### config.mk
export PLATFORM = sky130hd
export DESIGN_NAME = capture_gate_sequencer_flat
export DESIGN_NICKNAME = d
export VERILOG_FILES = /design/src/rtl/capture_gate_sequencer_if.sv /design/src/rtl/capture_gate_sequencer.sv /design/src/flat_wrapper.sv
export SDC_FILE = /design/constraint.sdc
export NUM_CORES = 1
export LEC_CHECK = 0
export CORE_AREA = 2 2 232 234
export CTS_CLUSTER_DIAMETER = 200
export DETAILED_ROUTE_END_ITERATION = 8
export DIE_AREA = 0 0 234 236
export REMOVE_ABC_BUFFERS = 1
export SETUP_SLACK_MARGIN = 0.4
export SYNTH_ARGS = -nofsm -noshare
export SYNTH_HDL_FRONTEND = slang
export SYNTH_SLANG_ARGS = --single-unit
export TNS_END_PERCENT = 30
### constraint.sdc
create_clock -name aclk -period 5.7 [get_ports aclk]
set_input_delay 0.855 -clock aclk [delete_from_list [all_inputs] [get_ports aclk]]
set_output_delay 0.855 -clock aclk [all_outputs]
set_load 0.01 [all_outputs]
### src/rtl/capture_gate_sequencer_if.sv
// ADC-in / filter-out AXI4-Stream bundle for capture_gate_sequencer.
// gate_tlast is present only when CAPSEQ_TLAST_EN is defined.
interface capture_gate_sequencer_if #(
  parameter int NCHAN = 2
);
  logic [NCHAN*128-1:0] adc_tdata;
  logic [NCHAN-1:0]     adc_tvalid;
  logic [NCHAN-1:0]     adc_tready;
  logic [NCHAN*128-1:0] gate_tdata;
  logic [NCHAN-1:0]     gate_tvalid;
  logic [NCHAN-1:0]     gate_tready;
`ifdef CAPSEQ_TLAST_EN
  logic [NCHAN-1:0]     gate_tlast;
`endif

  // master: stream environment (ADC source and filter sink); slave: the sequencer
  modport master (
    output adc_tdata, adc_tvalid, gate_tready,
    input  adc_tready, gate_tdata, gate_tvalid
`ifdef CAPSEQ_TLAST_EN
    , gate_tlast
`endif
  );

  modport slave (
    input  adc_tdata, adc_tvalid, gate_tready,
    output adc_tready, gate_tdata, gate_tvalid
`ifdef CAPSEQ_TLAST_EN
    , gate_tlast
`endif
  );
endinterface

### src/rtl/capture_gate_sequencer.sv
// Trigger -> delay -> gate window -> settle -> filter reset sequencer for ADC streams.
// Optional CAPSEQ_TLAST_EN adds gate_tlast framing on the final gated beat.
module capture_gate_lane (
  input  logic         aclk,
  input  logic         aresetn,
  input  logic         open_i,
  input  logic [127:0] din_i,
  output logic [127:0] dout_o
);
  logic [127:0] dout_q;

  always_ff @(posedge aclk or negedge aresetn)
    if (!aresetn) dout_q <= '0;
    else          dout_q <= open_i ? din_i : '0;

  assign dout_o = dout_q;
endmodule

module capture_gate_sequencer #(
  parameter int NCHAN   = 2,
  parameter int CNTBITS = 16,
  parameter int OVRBITS = 8
)(
  input  logic                 aclk,
  input  logic                 aresetn,
  input  logic                 capture_i,
  input  logic [CNTBITS-1:0]   cfg_delay_i,
  input  logic [CNTBITS-1:0]   cfg_gate_len_i,
  input  logic [CNTBITS-1:0]   cfg_post_i,
  input  logic [CNTBITS-1:0]   cfg_rst_len_i,
  input  logic [NCHAN-1:0]     cfg_chan_mask_i,
  capture_gate_sequencer_if.slave axis,
  output logic                 filt_rst_o,
  output logic                 busy_o,
  output logic                 done_o,
  output logic [OVRBITS-1:0]   overrun_o
);
  typedef enum logic [2:0] {IDLE, DELAY, GATE, POST, RST} state_e;

  state_e              state_q, state_d;
  logic [CNTBITS-1:0]  cnt_q, cnt_d;
  logic [CNTBITS-1:0]  dly_q, len_q, post_q, rlen_q;
  logic [CNTBITS-1:0]  src_d, src_l, src_p, src_r;
  logic [NCHAN-1:0]    mask_q;
  logic                cap_q, trig, accept;
  logic                filt_q, done_q;
  logic [OVRBITS-1:0]  ovr_q;
  logic [NCHAN-1:0]    tvalid_q;
  logic [NCHAN-1:0]    open;
  logic [NCHAN-1:0][127:0] adc_w, gate_w;
  logic                unused_sink;

  // First state after 'from' whose length is nonzero; IDLE when none remain.
  function automatic state_e next_nz(state_e from, logic [CNTBITS-1:0] d, l, p, r);
    state_e s;
    s = IDLE;
    if (from == IDLE && d != '0)                            s = DELAY;
    else if ((from == IDLE || from == DELAY) && l != '0)    s = GATE;
    else if (from != POST && from != RST && p != '0)       s = POST;
    else if (from != RST && r != '0)                        s = RST;
    return s;
  endfunction

  function automatic logic [CNTBITS-1:0] len_of(state_e st, logic [CNTBITS-1:0] d, l, p, r);
    logic [CNTBITS-1:0] v;
    v = '0;
    case (st)
      DELAY:   v = d;
      GATE:    v = l;
      POST:    v = p;
      RST:     v = r;
      default: v = '0;
    endcase
    return v;
  endfunction

  assign trig   = capture_i & ~cap_q;
  assign accept = trig && (state_q == IDLE);

  // Shadows load on the accepting edge, so the IDLE decision reads cfg directly.
  assign src_d = (state_q == IDLE) ? cfg_delay_i    : dly_q;
  assign src_l = (state_q == IDLE) ? cfg_gate_len_i : len_q;
  assign src_p = (state_q == IDLE) ? cfg_post_i     : post_q;
  assign src_r = (state_q == IDLE) ? cfg_rst_len_i  : rlen_q;

  always_comb begin
    state_d = state_q;
    cnt_d   = cnt_q;
    if (state_q == IDLE) begin
      if (trig) begin
        state_d = next_nz(IDLE, src_d, src_l, src_p, src_r);
        cnt_d   = len_of(state_d, src_d, src_l, src_p, src_r);
      end
    end else if (cnt_q == CNTBITS'(1)) begin
      state_d = next_nz(state_q, src_d, src_l, src_p, src_r);
      cnt_d   = len_of(state_d, src_d, src_l, src_p, src_r);
    end else begin
      cnt_d = cnt_q - CNTBITS'(1);
    end
  end

  always_ff @(posedge aclk or negedge aresetn)
    if (!aresetn) begin
      state_q  <= IDLE;
      cnt_q    <= '0;
      cap_q    <= 1'b1;
      filt_q   <= 1'b0;
      done_q   <= 1'b0;
      ovr_q    <= '0;
      tvalid_q <= '0;
    end else begin
      state_q  <= state_d;
      cnt_q    <= cnt_d;
      cap_q    <= capture_i;
      filt_q   <= (state_d == RST);
      done_q   <= (state_d == IDLE) && (state_q != IDLE || trig);
      tvalid_q <= '1;
      if (trig && state_q != IDLE && ovr_q != '1) ovr_q <= ovr_q + OVRBITS'(1);
    end

  always_ff @(posedge aclk or negedge aresetn)
    if (!aresetn) begin
      dly_q  <= '0;
      len_q  <= '0;
      post_q <= '0;
      rlen_q <= '0;
      mask_q <= '0;
    end else if (accept) begin
      dly_q  <= cfg_delay_i;
      len_q  <= cfg_gate_len_i;
      post_q <= cfg_post_i;
      rlen_q <= cfg_rst_len_i;
      mask_q <= cfg_chan_mask_i;
    end

  assign open  = {NCHAN{state_q == GATE}} & mask_q;
  assign adc_w = axis.adc_tdata;

  for (genvar c = 0; c < NCHAN; c++) begin : g_lane
    capture_gate_lane u_lane (
      .aclk   (aclk),
      .aresetn(aresetn),
      .open_i (open[c]),
      .din_i  (adc_w[c]),
      .dout_o (gate_w[c])
    );
  end

`ifdef CAPSEQ_TLAST_EN
  logic [NCHAN-1:0] tlast_q;
  // Framing ignores the mask so DMA sees a frame end on every channel.
  always_ff @(posedge aclk or negedge aresetn)
    if (!aresetn) tlast_q <= '0;
    else          tlast_q <= {NCHAN{state_q == GATE && cnt_q == CNTBITS'(1)}};
  assign axis.gate_tlast = tlast_q;
`endif

  assign axis.gate_tdata  = gate_w;
  assign axis.gate_tvalid = tvalid_q;
  assign axis.adc_tready  = '1;
  assign filt_rst_o       = filt_q;
  assign busy_o           = (state_q != IDLE);
  assign done_o           = done_q;
  assign overrun_o        = ovr_q;
  assign unused_sink      = ^{axis.adc_tvalid, axis.gate_tready};
endmodule
### src/flat_wrapper.sv
// flat-port wrapper written by rule: the top's interface ports become plain ports
module capture_gate_sequencer_flat 
#(
  parameter int NCHAN   = 2,
  parameter int CNTBITS = 16,
  parameter int OVRBITS = 8
)
  (aclk, aresetn, capture_i, cfg_delay_i, cfg_gate_len_i, cfg_post_i, cfg_rst_len_i, cfg_chan_mask_i, filt_rst_o, busy_o, done_o, overrun_o, axis_adc_tdata, axis_adc_tvalid, axis_gate_tready, axis_adc_tready, axis_gate_tdata, axis_gate_tvalid);
  capture_gate_sequencer_if #(.NCHAN(NCHAN)) axis_i ();
  input  logic aclk;
  input  logic aresetn;
  input  logic capture_i;
  input  logic [CNTBITS-1:0] cfg_delay_i;
  input  logic [CNTBITS-1:0] cfg_gate_len_i;
  input  logic [CNTBITS-1:0] cfg_post_i;
  input  logic [CNTBITS-1:0] cfg_rst_len_i;
  input  logic [NCHAN-1:0] cfg_chan_mask_i;
  output logic filt_rst_o;
  output logic busy_o;
  output logic done_o;
  output logic [OVRBITS-1:0] overrun_o;
  input wire logic [$bits(axis_i.adc_tdata)-1:0] axis_adc_tdata;
  input wire logic [$bits(axis_i.adc_tvalid)-1:0] axis_adc_tvalid;
  input wire logic [$bits(axis_i.gate_tready)-1:0] axis_gate_tready;
  output wire logic [$bits(axis_i.adc_tready)-1:0] axis_adc_tready;
  output wire logic [$bits(axis_i.gate_tdata)-1:0] axis_gate_tdata;
  output wire logic [$bits(axis_i.gate_tvalid)-1:0] axis_gate_tvalid;
  assign axis_i.adc_tdata = axis_adc_tdata;
  assign axis_i.adc_tvalid = axis_adc_tvalid;
  assign axis_i.gate_tready = axis_gate_tready;
  assign axis_adc_tready = axis_i.adc_tready;
  assign axis_gate_tdata = axis_i.gate_tdata;
  assign axis_gate_tvalid = axis_i.gate_tvalid;
  capture_gate_sequencer #(.NCHAN(NCHAN), .CNTBITS(CNTBITS), .OVRBITS(OVRBITS)) u_core (.aclk(aclk), .aresetn(aresetn), .capture_i(capture_i), .cfg_delay_i(cfg_delay_i), .cfg_gate_len_i(cfg_gate_len_i), .cfg_post_i(cfg_post_i), .cfg_rst_len_i(cfg_rst_len_i), .cfg_chan_mask_i(cfg_chan_mask_i), .axis(axis_i), .filt_rst_o(filt_rst_o), .busy_o(busy_o), .done_o(done_o), .overrun_o(overrun_o));
endmodule
==> summary.md, run 1 <==
| Metric | Value |
|---|---|
| Die Span Y | `236 microns` |
| DR vias/cell | `4.67` |
| Layout area overhead | `58.7%` |
| Pwr Density | `273 nW/um^2` |
| CP arrival | `4.14 ns` |
| Synth top area cells | `dfrtp_1, and2_1, nand2_1, a211oi_1, clkbuf_1` |
| CTS root buffer | `clkbuf_16` |
| Power, Total | `6.08 mW` |
| CP max FO | `16` |
| DR iter-0 viols | `921` |
| Share of cells above drive strength 1 | `5.55%` |
| Fillcell total | `5081` |
| I/O pin total | `600` |
| EDFF count, synth | `0` |
| GRT Resource Usage Total | `21.5%` |
| Max-slew violations | `0` |
| # Max-Cap Violations | `0` |
| Clock Latency Late Sink | `0.58 ns` |
| Post-Syn Area per Cell | `11.0 sq um` |
| Setup_tns | `0 ns` |
| Worst min path class | `in2async` |
| RSZ-0062 raised after global routing | `false` |
| Overflow after GRT | `0` |
| Total vias in the final route | `12100` |
| Die Area | `55200 sq um` |
| #FFs+latches synth | `353` |
| Seq. cell area | `8830 sq um` |
| Starting Density | `26.5%` |
| Synth warn | `0` |
| RePlAce Congestion | `0.965` |
| Largest net degree at the start of global routing | `128` |
| Most frequent cell after synthesis | `dfrtp_1` |
| Post-Place Cells | `2508` |
| Relative slew margins | `32.2%` |
| Hold Violations, Final | `0` |
| First drt pass iteration count | `8` |
| Dpl hpwl | `46700 microns` |
| CTS clk-pin slew, worst paths | `0.05 ns` |
| Post-CTS sizing | `0` |
| Critical path endpoint category | `register` |
| Final wirelength | `60000 microns` |
| Post-CTS Hold Buffers | `0` |
| Port-buffer cells | `593` |
| CTS buffer count | `45` |
| Final #Nets | `2191` |
| Yosys cell types | `67` |
| FFs w/ async S/R, synth | `100%` |
| Die width | `234 microns` |
| Top Layer Used | `met5` |
| Vias in the first global route | `12300` |
| Detail Route Antenna Nets | `0` |
| Largest buffer count on any clock path | `3` |
| CTS H-tree depth | `2` |
| Period utilization | `64.3%` |
| Mapped Area | `14100 sq um` |
| Crit start category | `primary input` |
| Synth area leader | `dfrtp_1` |
| Final Setup Violations | `0` |
| Top post-synthesis cells by count | `dfrtp_1, nand2_1, and2_1` |
| Multi-input logic area | `4930 sq um` |
| Slew @ Worst Pin | `1.01 ns` |
| Cell Count, Final, Fillers Out | `2589` |
| TritonCTS clock tree | `done` |
| Yosys top cell area share | `62.7%` |
| Core Region | `53100 sq um` |
| Final instance area | `22300 sq um` |
| CP required | `6.18 ns` |
| DP Area | `20700 sq um` |
| P_leak | `9.87 nW` |
| Tmin final | `3.66 ns` |
| Metal1 wirelength | `24200 microns` |
| Worst reg2reg path depth | `8` |
| Crit path kind | `in2reg` |
| Top_reg_cell synth | `dfrtp_1` |
| Sink Count | `353` |
| Peak Freq | `273 MHz` |
| Rows | `85` |
| Metal3 WL | `4790 microns` |
| Avg WL per Cell | `23.2 microns` |
| DRC Markers | `0` |
| Seq/Total Area, Yosys | `62.9%` |
| Buffer count from post-CTS setup fixing | `0` |
| Initial antenna violation count | `16` |
| Final Skew | `0.0252 ns` |
| Routed wl met2 | `29800 microns` |
| Global-route wire length before repair | `86500 microns` |
| Peak VDD IR | `0.298 mV` |
| Status | `complete, no violations` |
| Final core utilization | `42.0%` |
| Synth Instances | `1279` |
cell usage in the layout, fill, tap and decap left out, types with 4 or more instances in the layout:
cell type	Yosys	routed
nand2b_1	5	5
or3_1	4	4
buf_4	4	13
clkbuf_16	0	45
a21oi_1	32	32
nor4_1	35	34
and4_1	4	4
o21ai_1	4	4
mux2i_1	22	22
and2_1	256	256
inv_1	6	6
a211oi_1	31	31
a221oi_1	9	9
nor3b_1	6	4
nor3_2	3	4
clkbuf_1	60	12
dfrtp_1	352	352
and3_1	4	4
clkdlybuf4s50_1	0	592
nand2_1	264	263
nor3_1	12	11
bufinv_16	0	7
a222oi_1	14	14
nand4_1	6	6
xnor2_1	6	6
clkbuf_8	0	9
nor2_1	17	16
o211ai_1	9	9
o22ai_1	18	18
o21ai_0	30	30
power breakdown:
group / internal (mW) / switching (mW) / leakage, nW
combinational: 0.277 / 0.178 / 4.32
clock: 1.89 / 1.13 / 0.767
sequential: 2.55 / 0.0501 / 4.78
total: 4.72 / 1.36 / 9.87
logic make-up after synthesis:
kind of cell / synth area share (%)
buffers and inverters: 2.46
xor gates and xnor gates: 0.499
muxes: 1.73
and+or+nand+nor: 23.7
adders and majority gates: 0.267
AOI/OAI and AO/OA: 8.47
other: 0.0267
DFF: 62.9
final timing paths:
| path | from | endpoint | slack, ns |
|---|---|---|---|
| min in group aclk | u_core.mask_q[1] | u_core.mask_q[1] | 0.47 |
| min reg2reg | u_core.mask_q[1] | u_core.mask_q[1] | 0.47 |
| min | aresetn | u_core.g_lane[0].u_lane.dout_o[96] | 0.34 |
| max in group asynchronous | aresetn | u_core.g_lane[0].u_lane.dout_o[104] | 4.12 |
| max reg2reg | u_core.state_q[2] | u_core.cnt_q[5] | 2.47 |
| max | cfg_delay_i[11] | u_core.cnt_q[7] | 2.04 |
metal layers:
metal,track usage (%),up-vias
met5,0,-
met4,4.05,18
met3,5.86,90
met2,36.7,574
met1,27.3,5941
li1,-,5474
layout make-up:
class                   instances  area share (%)
clock inverters                14            1.22
multi-input cells             845            22.1
diodes                          1          0.0112
repair buffers                608            27.3
clock buffers                  66            5.81
flip-flops and latches        353            39.6
well taps                     696            3.90
inverters                       6           0.101
sequential cells by signal, indices dropped and copies added (netlist names):
signal,cells
u_core.g_lane.u_lane.dout_o,256
u_core.filt_rst_o,1
u_core.dly_q,16
u_core.axis.gate_tvalid,1
u_core.rlen_q,16
u_core.done_o,1
u_core.overrun_o,8
u_core.cnt_q,16
u_core.cap_q,1
u_core.state_q,3
u_core.post_q,16
u_core.mask_q,2
u_core.len_q,16
worst max-delay path, stage by stage:
cell,delay (ns)
clkdlybuf4s50_1,0.48
nor4_1,0.69
and4_1,0.59
buf_4,0.26
and3_1,0.62
a222oi_1,0.19
o21ai_0,0.20
a21oi_1,0.08
o211ai_1,0.17
stage by stage:
stage                     worst slack, ns  hold slack (ns)
after detailed placement             1.55            0.457
after floorplan                     -4.52            0.437
after CTS                            2.17            0.352
after global placement               1.62            0.448
after global routing                 1.97            0.385
final                                2.04            0.340
Power figures use the tool's default switching activity.
==> run 2, diff against run 1 <==
- CORE_AREA: 2 2 232 234 -> 2 2 230 232
- DIE_AREA: 0 0 234 236 -> 0 0 232 234
- clock period: 5.7 -> 3.1 ns (I/O delays scaled with it)
==> summary.md, run 2 (synthesis gave the netlist of run 1 again) <==
| Metric | Value |
|---|---|
| Status | `complete, no violations` |
| Peak Freq | `381 MHz` |
| Net switching power figure | `2.41 mW` |
| Largest net degree at the start of global routing | `129` |
| Pwr Density | `458 nW/um^2` |
| Slew @ Worst Pin | `0.777 ns` |
| Worst Setup EP | `u_core.cnt_q[4]` |
| Part of the power in registers | `46.0%` |
| Peak VDD IR | `0.346 mV` |
| Layout area overhead | `61.5%` |
| Max reg flops | `256` |
| Crit Reg-Reg Startpoint | `u_core.len_q[3]` |
| Port-buffer cells | `593` |
| Vias in the first global route | `12500` |
| CTS root buffer | `clkbuf_16` |
| RePlAce Congestion | `1.01` |
| DP Area | `21300 sq um` |
| GRT Resource Usage Total | `21.1%` |
| Max-slew violations | `0` |
| Critical path endpoint category | `register` |
| Dpl hpwl | `45800 microns` |
| Avg WL per Cell | `22.0 microns` |
| TritonCTS clock tree | `done` |
| Crit start category | `register` |
| Rows | `84` |
| Overflow after GRT | `0` |
| Hold Violations, Final | `0` |
| Starting Density | `27.0%` |
| Commonest non-fill, non-tap cell in the layout | `clkdlybuf4s50_1` |
| DR vias/cell | `4.68` |
| CTS H-tree depth | `2` |
| Routed wl met2 | `28700 microns` |
| Largest buffer count on any clock path | `3` |
| P_leak | `10.1 nW` |
| Worst min path class | `in2reg` |
| Final wirelength | `58400 microns` |
| DR iter-0 viols | `1006` |
| Period utilization | `84.6%` |
| Clock Latency Late Sink | `0.58 ns` |
| Final instance area | `22700 sq um` |
| Final core utilization | `43.6%` |
| # Max-Cap Violations | `0` |
| Core Region | `52000 sq um` |
| Final Setup Violations | `0` |
| Fillcell total | `4915` |
| DRC Markers | `0` |
| CP arrival | `3.11 ns` |
| CP max FO | `11` |
| CTS clk-pin slew, worst paths | `0.05 ns` |
| Internal power | `7.99 mW` |
| Global-route wire length before repair | `83800 microns` |
| Detail Route Antenna Nets | `0` |
| Share of cells above drive strength 1 | `9.29%` |
| Final Skew | `0.0257 ns` |
| Metal3 WL | `4850 microns` |
| Fin worst setup slack | `0.478 ns` |
| Relative slew margins | `47.9%` |
| Clock Power Share | `45.5%` |
| Net Sw Frac | `23.2%` |
| Crit path kind | `reg2reg` |
| Metal1 wirelength | `23300 microns` |
| Die Area | `54300 sq um` |
| RSZ-0062 raised after global routing | `true` |
| Worst reg2reg path endpoint | `u_core.cnt_q[4]` |
| CP required | `3.58 ns` |
| Tmin final | `2.62 ns` |
| CTS buffer count | `42` |
| Dpl ws | `-0.272 ns` |
| First drt pass iteration count | `6` |
| Most frequent cells in the layout | `clkdlybuf4s50_1, dfrtp_1, nand2_1` |
| Worst setup path start | `u_core.len_q[3]` |
| Die Span Y | `234 microns` |
| Final #Nets | `2263` |
| I/O pin total | `600` |
| Combinational fraction of design power | `8.5%` |
| Die width | `232 microns` |
| Total vias in the final route | `12400` |
| Initial antenna violation count | `22` |
| Sink Count | `353` |
| Worst R2R Setup Slack | `0.48 ns` |
| Top Layer Used | `met5` |
| Worst reg2reg path depth | `8` |
## run 2: cell count changes in the layout (fill, tap and decap cells not counted), sizes merged, moves of 5 or more
cell	delta
buf	+74
clkinv	+5
bufinv	-6
diode	+6
clkbuf	-7
## run 2: per-stage QoR
step | cells | setup TNS, ns | hold slack (ns) | total power, mW
finish | 2655 | 0 | 0.394 | 10.4
global route | 2648 | 0 | 0.382 | 10.8
CTS | 2648 | 0 | 0.355 | 10.6
detailed placement | 2572 | -3.91 | 0.461 | 5.75
global placement | 2572 | -3.59 | 0.454 | 5.73
floorplan | 1204 | -1233.62 | 0.169 | 5.01
## run 2: critical path, stage by stage (launching register included)
cell and delay, ns:
dfrtp_1 0.42, nor4_1 0.45, and4_1 0.45, and3_1 0.25, o32ai_1 0.14, a221oi_2 0.34
buf_4 0.23, a21oi_1 0.08, o211ai_1 0.17
## run 2: power groups by stage
| stage | logic (mW) | clock network [mW] | registers (mW) |
|---|---|---|---|
| floorplan | 0.146 | 0 | 4.86 |
| global placement | 0.875 | 0 | 4.86 |
| detailed placement | 0.885 | 0 | 4.86 |
| CTS | 0.891 | 4.89 | 4.78 |
| global route | 0.962 | 5.06 | 4.79 |
| finish | 0.884 | 4.73 | 4.78 |
## run 2: worst min-delay path by stage
stage / from / to / slack [ns] / depth (start not counted)
floorplan: aresetn / u_core.axis.gate_tvalid[0] / 0.17 / 0
global placement: u_core.mask_q[0] / u_core.mask_q[0] / 0.45 / 2
detailed placement: u_core.dly_q[0] / u_core.dly_q[0] / 0.46 / 2
CTS: capture_i / u_core.cap_q / 0.35 / 1
global route: capture_i / u_core.cap_q / 0.38 / 1
finish: capture_i / u_core.cap_q / 0.39 / 1
## run 2: final cells by class
class	instances	area, sq um	share of cell area [%]
sequential	353	8830	38.9
timing repair buffer	683	6700	29.5
multi-input combinational	845	4960	21.9
clock buffer	59	1180	5.22
tap	688	861	3.79
clock inverter	14	120	0.529
inverter	6	22.5	0.0992
antenna	7	17.5	0.0772
## run 2: timing repair
action | CTS | global route
setup endpoints to repair | 17 | 18
pin swaps | 2 | 0
resized for setup | 8 | 8
buffers inserted | 2 | 0
hold endpoints to repair | 72 | 0
hold buffers | 1 | 0
## run 2: layer usage
metal	global-route usage, %	vias to the layer above
li1	-	5625
met1	25.9	6148
met2	35.6	546
met3	6.68	97
met4	5.77	20
met5	0	-
==> patch: new RTL, settings of run 1 <==
`NCHAN` is set to 2 in 3 places; all go to 1.
--- a/src/rtl/capture_gate_sequencer_if.sv
+++ b/src/rtl/capture_gate_sequencer_if.sv
@@ -1,7 +1,7 @@
 // ADC-in / filter-out AXI4-Stream bundle for capture_gate_sequencer.
 // gate_tlast is present only when CAPSEQ_TLAST_EN is defined.
 interface capture_gate_sequencer_if #(
-  parameter int NCHAN = 2
+  parameter int NCHAN = 1
 );
   logic [NCHAN*128-1:0] adc_tdata;
   logic [NCHAN-1:0]     adc_tvalid;
--- a/src/rtl/capture_gate_sequencer.sv
+++ b/src/rtl/capture_gate_sequencer.sv
@@ -17,7 +17,7 @@
 endmodule
 
 module capture_gate_sequencer #(
-  parameter int NCHAN   = 2,
+  parameter int NCHAN   = 1,
   parameter int CNTBITS = 16,
   parameter int OVRBITS = 8
 )(
--- a/src/flat_wrapper.sv
+++ b/src/flat_wrapper.sv
@@ -1,7 +1,7 @@
 // flat-port wrapper written by rule: the top's interface ports become plain ports
 module capture_gate_sequencer_flat 
 #(
-  parameter int NCHAN   = 2,
+  parameter int NCHAN   = 1,
   parameter int CNTBITS = 16,
   parameter int OVRBITS = 8
 )
Ports: changed (7 resized); port bits go from 600 to 339. No check against the original RTL was run, so the function may have changed too.
==> patch against run 1 <==
  * Area after synthesis is 30% lower
  * Die area unchanged
  * Design area decreased by 34%
  * Routed wire length down 42%
  * Non-clock buffer count shrank 265
  * Sequential cell count is 129 lower
  * Setup slack got worse by 0.24 ns
  * Total power fell by 36%
  * Critical path type unchanged
  * Critical endpoint is now u_core.cnt_q[4]$_DFFE_PN0P_
==> patch: results (changes against run 1) <==
{
  "grtUsageMet2": {"value": 0.209, "change": "-0.158"},
  "outcome": {"value": "complete, no violations"},
  "gp_congestion": {"value": 0.880, "change": "-8.8%"},
  "slowest_cell_on_the_critical_path": {"value": "nand4_1"},
  "grt_first_pass_wirelength": {"value": 52.5, "unit": "mm", "change": "-39%"},
  "max_slew.worst_pin.slew": {"value": 1.02, "unit": "ns", "change": "+0.00706 ns"},
  "filler_cell_count": {"value": 5498, "change": "+8.2%"},
  "insertion_delay": {"value": 0.54, "unit": "ns", "change": "-0.04 ns"},
  "placed_area": {"value": 13900, "unit": "um2", "change": "-33%"},
  "num-nets-final": {"value": 1501, "change": "-31%"},
  "drive_gt1_frac": {"value": 0.0584, "change": "+0.00293"},
  "synth_xor_xnor_area_share": {"value": 0.00897, "change": "+0.00398"},
  "arrival": {"value": 4.36, "unit": "ns", "change": "+0.22 ns"},
  "drt_pass1_iterations": {"value": 5, "change": "-3"},
  "compound_gate_portion_of_the_synthesized_area": {"value": 0.102, "change": "+0.0172"},
  "clock_buffer_count": {"value": 35, "change": "-47%"},
  "fmax": {"value": 256, "unit": "MHz", "change": "-6.0%"},
  "multi_input_gates": {"value": 696, "change": "-18%"},
  "netlist_instances": {"value": 979, "change": "-23%"},
  "signal_buffer_area_fraction": {"value": 0.232, "change": "-0.0404"},
  "dpl.cell_count": {"value": 1967, "change": "-22%"},
  "synth.yosys.seq_area_share": {"value": 0.574, "change": "-0.0547"},
  "layout.clock.cell_area_share": {"value": 0.0600, "change": "-0.0102"},
  "buffer_ports.inserted": {"value": 335, "change": "-44%"},
  "p_switching": {"value": 0.963, "unit": "mW", "change": "-29%"},
  "multi_input_area": {"value": 3950, "unit": "um2", "change": "-20%"},
  "grt_util_all_layers": {"value": 0.124, "change": "-0.0914"},
  "post_synth_most_frequent_cells": {"value": "nand2_1 (260), dfrtp_1 (223), and2_1 (129)"},
  "first_global_vias": {"value": 8654, "change": "-29%"},
  "reg2regPathDepth": {"value": 7, "change": "-1"},
  "largest_register_ffs": {"value": 128, "change": "-50%"},
  "worst_r2r_endpoint": {"value": "u_core.done_o$_DFF_PN0_"},
  "drt-met1-wl": {"value": 13.9, "unit": "mm", "change": "-43%"},
  "ys_ff_latch": {"value": 224, "change": "-37%"},
  "num-nonclk-inverters": {"value": 8, "change": "+2"},
  "dp_worst_setup_slack": {"value": 1.30, "unit": "ns", "change": "-0.256 ns"},
  "pin_count_of_the_biggest_net_entering_global_routing": {"value": 136, "change": "+6.3%"},
  "worst_ir_drop_vdd": {"value": 0.196, "unit": "mV", "change": "-34%"},
  "slowest_delay": {"value": 0.65, "unit": "ns", "change": "-0.04 ns"},
  "wl_met2": {"value": 16.9, "unit": "mm", "change": "-43%"},
  "final-seq-area": {"value": 5610, "unit": "um2", "change": "-37%"},
  "detailed_route_wl": {"value": 35.1, "unit": "mm", "change": "-42%"},
  "synth_mux_area_frac": {"value": 0.0287, "change": "+0.0114"},
  "via_count": {"value": 8577, "change": "-29%"},
  "p_leak": {"value": 6.41, "unit": "nW", "change": "-35%"}
}
-- patch: cell types whose count changed in the layout (fill, tap and decap cells not counted), sizes merged, moves of 8 or more --
cell / run 1 / this run
a211oi: 31 / 4
a21o: 1 / 9
a222oi: 14 / 4
and2: 257 / 129
clkbuf: 66 / 35
clkdlybuf4s50: 592 / 334
dfrtp: 352 / 223
nand3: 3 / 12
o22ai: 18 / 1
-- patch: kinds of logic after synthesis --
logic type	after synthesis
fa+ha+maj	3
xor+xnor	10
buf+inv	60
flops	224
mux	27
simple gates	506
other cells	1
compound gates	148
-- patch: power by group through the flow --
stage	clock (mW)	combinational, mW	sequential [mW]
after global placement	0	0.429	1.77
after floorplan	0	0.152	1.76
after detailed placement	0	0.434	1.77
after CTS	1.80	0.436	1.75
after global routing	1.86	0.472	1.76
final	1.74	0.431	1.75
